### src/rtl/booth_mac_acc.sv
// Operand-issue and product-accumulate stage around a combinational Booth multiplier.
// Pairs are registered onto the multiplier inputs, and products are summed into a guard-extended accumulator.
module booth_mac_acc #(
    parameter int LENGTH    = 32,
    parameter int ACC_GUARD = 8,
    parameter int CNT_W     = 8,
    parameter int SIGNED    = 1
) (
    input  logic                            clk,
    input  logic                            rst,
    input  logic                            in_vld,
    output logic                            in_rdy,
    input  logic [LENGTH-1:0]               in_a,
    input  logic [LENGTH-1:0]               in_b,
    input  logic                            in_last,
    output logic [LENGTH-1:0]               mul_a,
    output logic [LENGTH-1:0]               mul_b,
    input  logic [2*LENGTH-1:0]             mul_p,
    output logic                            out_vld,
    input  logic                            out_rdy,
    output logic [2*LENGTH+ACC_GUARD-1:0]   out_acc,
    output logic [CNT_W-1:0]                out_cnt,
    output logic                            out_ovf
);

    localparam int PROD_W = 2 * LENGTH;
    localparam int ACC_W  = PROD_W + ACC_GUARD;
    localparam logic SIGN_EXT = (SIGNED != 0);

    logic               s1_vld;
    logic               s1_last;
    logic [ACC_W-1:0]   acc;
    logic [CNT_W-1:0]   cnt;
    logic               ovf;

    logic               s1_adv;
    logic               in_hs;
    logic               acc_en;
    logic               load_out;
    logic [ACC_W-1:0]   ext_p;
    logic [ACC_W-1:0]   sum;
    logic               carry;
    logic [CNT_W-1:0]   cnt_n;
    logic               cnt_sat;
    logic               add_ovf;
    logic               ovf_n;

    // Only a last pair that would overwrite an unconsumed result has to wait.
    assign s1_adv   = !(s1_vld && s1_last && out_vld && !out_rdy);
    assign in_rdy   = !s1_vld || s1_adv;
    assign in_hs    = in_vld && in_rdy;
    assign acc_en   = s1_vld && s1_adv;
    assign load_out = acc_en && s1_last;

    always_comb begin
        // NOTE: every signal gets a value before any branch, so no latch is inferred.
        ext_p   = {{ACC_GUARD{1'b0}}, mul_p};
        add_ovf = 1'b0;
        if (SIGN_EXT) begin
            ext_p = {{ACC_GUARD{mul_p[PROD_W-1]}}, mul_p};
        end
        {carry, sum} = {1'b0, acc} + {1'b0, ext_p};
        cnt_sat = &cnt;
        cnt_n   = cnt_sat ? cnt : cnt + CNT_W'(1);
        if (SIGN_EXT) begin
            add_ovf = (acc[ACC_W-1] == ext_p[ACC_W-1]) && (sum[ACC_W-1] != acc[ACC_W-1]);
        end else begin
            add_ovf = carry;
        end
        ovf_n = ovf || add_ovf || cnt_sat;
    end

    always_ff @(posedge clk or posedge rst) begin
        if (rst) begin
            s1_vld  <= 1'b0;
            s1_last <= 1'b0;
            mul_a   <= '0;
            mul_b   <= '0;
        end else if (s1_adv) begin
            // NOTE: non-blocking assignments keep register updates order-independent.
            s1_vld <= in_hs;
            if (in_hs) begin
                mul_a   <= in_a;
                mul_b   <= in_b;
                s1_last <= in_last;
            end
        end
    end

    always_ff @(posedge clk or posedge rst) begin
        if (rst) begin
            acc <= '0;
            cnt <= '0;
            ovf <= 1'b0;
        end else if (acc_en) begin
            if (s1_last) begin
                acc <= '0;
                cnt <= '0;
                ovf <= 1'b0;
            end else begin
                acc <= sum;
                cnt <= cnt_n;
                ovf <= ovf_n;
            end
        end
    end

    // A new result loads in the same edge that the old one drains, so there is no bubble.
    always_ff @(posedge clk or posedge rst) begin
        if (rst) begin
            out_vld <= 1'b0;
            out_acc <= '0;
            out_cnt <= '0;
            out_ovf <= 1'b0;
        end else if (load_out) begin
            out_vld <= 1'b1;
            out_acc <= sum;
            out_cnt <= cnt_n;
            out_ovf <= ovf_n;
        end else if (out_rdy) begin
            out_vld <= 1'b0;
        end
    end

endmodule

### config.mk
export PLATFORM = sky130hd
export DESIGN_NAME = booth_mac_acc
export DESIGN_NICKNAME = d
export VERILOG_FILES = /design/src/rtl/booth_mac_acc.sv
export SDC_FILE = /design/constraint.sdc
export NUM_CORES = 1
export LEC_CHECK = 0
export ABC_AREA = 1
export CORE_ASPECT_RATIO = 1.2
export CORE_MARGIN = 3
export CORE_UTILIZATION = 26
export DETAILED_ROUTE_END_ITERATION = 8
export GPL_TIMING_DRIVEN = 0
export PLACE_DENSITY_LB_ADDON = 0.12
export SETUP_SLACK_MARGIN = 0.2
export SKIP_CTS_REPAIR_TIMING = 1
export SLEW_MARGIN = 20
export SYNTH_ARGS = -nofsm -noshare
export SYNTH_HDL_FRONTEND = slang
export SYNTH_SLANG_ARGS = --single-unit
### constraint.sdc
create_clock -name clk -period 8.8 [get_ports clk]
set_input_delay 1.76 -clock clk [delete_from_list [all_inputs] [get_ports clk]]
set_output_delay 1.76 -clock clk [all_outputs]
set_load 0.01 [all_outputs]
==> PnR_summary.wiki <==
{| class="wikitable"
! Metric !! Value
|-
| Area Overhead vs Synth || 31.9%
|-
| Ports || 280
|-
| Total Wirelength || 58100 um
|-
| TritonCTS clock tree || done
|-
| Crit path kind || in -> out
|-
| Depth of the CTS H-tree || 1
|-
| Predominant post-synthesis flop cell || dfrtp_1
|-
| Sort of element at the end of the critical path || output port
|-
| Number of distinct library cells after synthesis || 44
|-
| Slew margin rel. || 33.4%
|-
| Number of buffer cells added on primary ports || 279
|-
| Post-synth ARST share || 100%
|-
| Core area || 54900 sq um
|-
| Final estimated routing congestion in global placement || 0.951
|-
| Portion of synthesized cell area occupied by the leading cell type || 39.6%
|-
| Cell at the root of the clock tree || clkbuf_16
|-
| Total power divided by cell area || 298 nW/um^2
|-
| Tcrit/Tclk final || 56.1%
|-
| Flops & latches, synth || 229
|-
| Mean post-synth cell area || 7.36 sq um
|-
| Relative contribution of sequential cells to total power || 28.1%
|-
| Class of the tightest hold or removal check || reg -> reg
|-
| WL/cell || 19.3 um
|-
| Critical register-to-register path startpoint || acc[31]
|-
| Number of maximum-capacitance violations || 0
|-
| Worst EP arrival || 3.17 ns
|-
| Outcome || completed
|-
| Cell area after layout || 19100 sq um
|-
| NumNets Final || 2481
|-
| Max Buffers Root-to-Sink || 3
|-
| Total placed instance area || 18200 sq um
|-
| Final cell utilization of the core || 34.7%
|-
| Vias post-DR || 14000
|-
| Max Fanout on Critical Path || 3
|-
| Grt ovf || 0
|-
| Die area || 58500 sq um
|-
| Syn Std Cell Area || 14500 sq um
|-
| Min-delay src || out_acc[54]
|-
| Fin crit period || 4.93 ns
|-
| Clock-pin slew on the worst setup and hold paths || 0.05 ns
|-
| Final max-slew violation count || 0
|-
| Post-detail-place hpwl || 47600 um
|-
| Worst supply voltage drop on vdd || 0.000165 V
|-
| Overall Global Routing Usage || 19.3%
|-
| Cell types with the largest area share after synthesis || dfrtp_1 (40%), nand2_1 (16%), ha_1 (6.2%)
|-
| Antenna Nets Post-Route || 0
|-
| Clk sink count || 229
|-
| Post-route DRC violation count || 0
|-
| Clock insertion delay at the later pin of the skew report || 0.58 ns
|-
| Wire length of the first global-routing pass || 87100 um
|-
| Site row count || 94
|-
| Net switching power of the design || 0.00251 W
|-
| Cell internal pwr || 0.00318 W
|-
| Cells on worst reg2reg path || 11
|-
| Share of final-layout standard cells stronger than drive strength 1 || 7.85%
|-
| First-pass detailed-route iteration total || 5
|-
| Register-to-Register Setup Slack || 5.96 ns
|-
| Met2 routing resource usage after global routing || 33.5%
|-
| Global-route met1 utilization || 23.5%
|-
| Proportion of total power due to net switching || 44.0%
|-
| Hold path depth || 2
|-
| Fraction of power consumed by the clock network || 19.4%
|-
| Met3 global-route usage || 4.03%
|-
| Synth Instances || 1964
|-
| Final count of negative-setup-slack endpoints || 0
|-
| Leakage power || 8.96 nW
|-
| CP Data Required Time || 7.04 ns
|-
| Initial antenna violation count || 3
|-
| Total clock buffers created by CTS || 28
|-
| Total Power || 0.00569 W
|-
| Cell types with the highest counts after synthesis || nand2_1 (633), dfrtp_1 (229), inv_1 (204)
|-
| Initial Utilization || 26.3%
|-
| Sequential element share of the synthesized area || 39.6%
|-
| Routing layer with the top usage in global route || met2
|-
| Number of flops mapped to enable cells by yosys || 0
|-
| Total nets after synthesis || 2170
|-
| Unrepaired setup endpoints after global routing || false
|-
| Pin count of the biggest net entering global routing || 93
|-
| Kind of launch point of the worst setup path || primary input
|-
| Top cell type by total area after synthesis || dfrtp_1
|-
| Syn. warnings || 0
|-
| Fmax || 203 MHz
|-
| Hold worst-path end || out_acc[54]
|-
| Die boundary height || 264 um
|-
| Final number of hold-violating endpoints || 0
|-
| Worst-Margin Slew || 0.995 ns
|-
| Die extent in x || 221 um
|-
| Cell with the most instances after synthesis || nand2_1
|-
| Detailed router's first-iteration violation count || 735
|-
| Setup Skew || 0.0129 ns
|-
| Post-detailed-route via-to-cell ratio || 4.63
|-
| Via count of the first global-routing pass || 14700
|-
| Power share of the combinational group || 52.6%
|-
| Worst reg2reg endpoint || out_acc[68]
|}
-- metal layers --
metal  part of all wire, %  routed length, um
met5                     0                  0
met4                   3.7               2180
met3                   5.8               3390
met2                    48              27700
met1                    43              24800
-- registers in the layout (all words and copies together), names as in the netlist --
signal   cells
s1_vld       1
mul_b       32
ovf          1
cnt          8
out_cnt      8
out_vld      1
s1_last      1
mul_a       32
out_ovf      1
acc         72
out_acc     72
-- through the flow --
| step | instances | hold slack, ns | TNS [ns] | worst slack [ns] |
|---|---|---|---|---|
| 6_report | 3014 | 0.475 | 0 | 3.87 |
| 5_1_grt | 3013 | 0.494 | 0 | 3.77 |
| 4_1_cts | 3012 | 0.481 | 0 | 3.85 |
| 3_5_place_dp | 2965 | 0.469 | 0 | 3.86 |
| 3_3_place_gp | 2963 | 0.464 | -655.84 | -2.90 |
| 2_1_floorplan | 1964 | 0.450 | 0 | 0.764 |
-- worst max path at each step --
stage	slack [ns]	endpoint	from	cells after the start
2_1_floorplan	0.76	acc[0]	rst	1
3_3_place_gp	-2.90	acc[24]	rst	2
3_5_place_dp	3.86	in_rdy	out_rdy	6
4_1_cts	3.85	in_rdy	out_rdy	6
5_1_grt	3.77	in_rdy	out_rdy	6
6_report	3.87	in_rdy	out_rdy	6
-- power by group through the flow --
stage,clock network [W],logic (W),registers (W)
6_report,0.00110,0.00299,0.00160
5_1_grt,0.00119,0.00331,0.00164
4_1_cts,0.00115,0.00302,0.00160
3_5_place_dp,0,0.00301,0.00161
3_3_place_gp,0,0.00300,0.00161
2_1_floorplan,0,0.00167,0.00168
-- cell usage in the layout, fill, tap and decap left out, types with 6 or more instances in the layout --
| cell type | Yosys | final |
|---|---|---|
| clkbuf_1 | 12 | 23 |
| clkdlybuf4s50_1 | 0 | 279 |
| nand2_1 | 633 | 633 |
| xor2_1 | 6 | 6 |
| buf_2 | 22 | 22 |
| nand3_1 | 149 | 149 |
| o21ai_0 | 72 | 72 |
| ha_1 | 72 | 72 |
| a21oi_1 | 108 | 108 |
| mux2_2 | 64 | 64 |
| nor2_2 | 10 | 10 |
| dfrtp_1 | 229 | 229 |
| nor2_1 | 180 | 180 |
| nand4_1 | 8 | 8 |
| o21bai_1 | 14 | 14 |
| nand3b_1 | 15 | 15 |
| o21ai_1 | 41 | 41 |
| nor3_1 | 15 | 15 |
| inv_2 | 8 | 8 |
| xnor2_1 | 22 | 22 |
| or2_1 | 8 | 8 |
| nand2_2 | 14 | 14 |
| inv_1 | 204 | 203 |
| clkbuf_16 | 0 | 28 |
-- cells by family after synthesis --
kind of cell    synth area share [%]
compound gates                  9.75
flops                           39.6
simple gates                    30.6
xor+xnor                        1.70
mux                             4.99
fa+ha+maj                       6.37
buf+inv                         6.97
-- area by class of cell --
class | instances | area (sq um)
Inverter | 217 | 822
Fill cell | 5901 | 35900
Sequential cell | 229 | 5730
Timing Repair Buffer | 281 | 2850
Buffer | 40 | 193
Multi-Input combinational cell | 1478 | 7720
Antenna cell | 2 | 5.00
Clock inverter | 6 | 80.1
Clock buffer | 41 | 769
Tap cell | 720 | 901
-- worst max-delay path, stage by stage --
cell             delay [ns]
clkdlybuf4s50_1        0.39
nor2_1                 0.10
inv_1                  0.06
nor3_2                 0.21
inv_1                  0.12
clkdlybuf4s50_1        0.52
No activity file was read; power rests on OpenSTA's default activity.
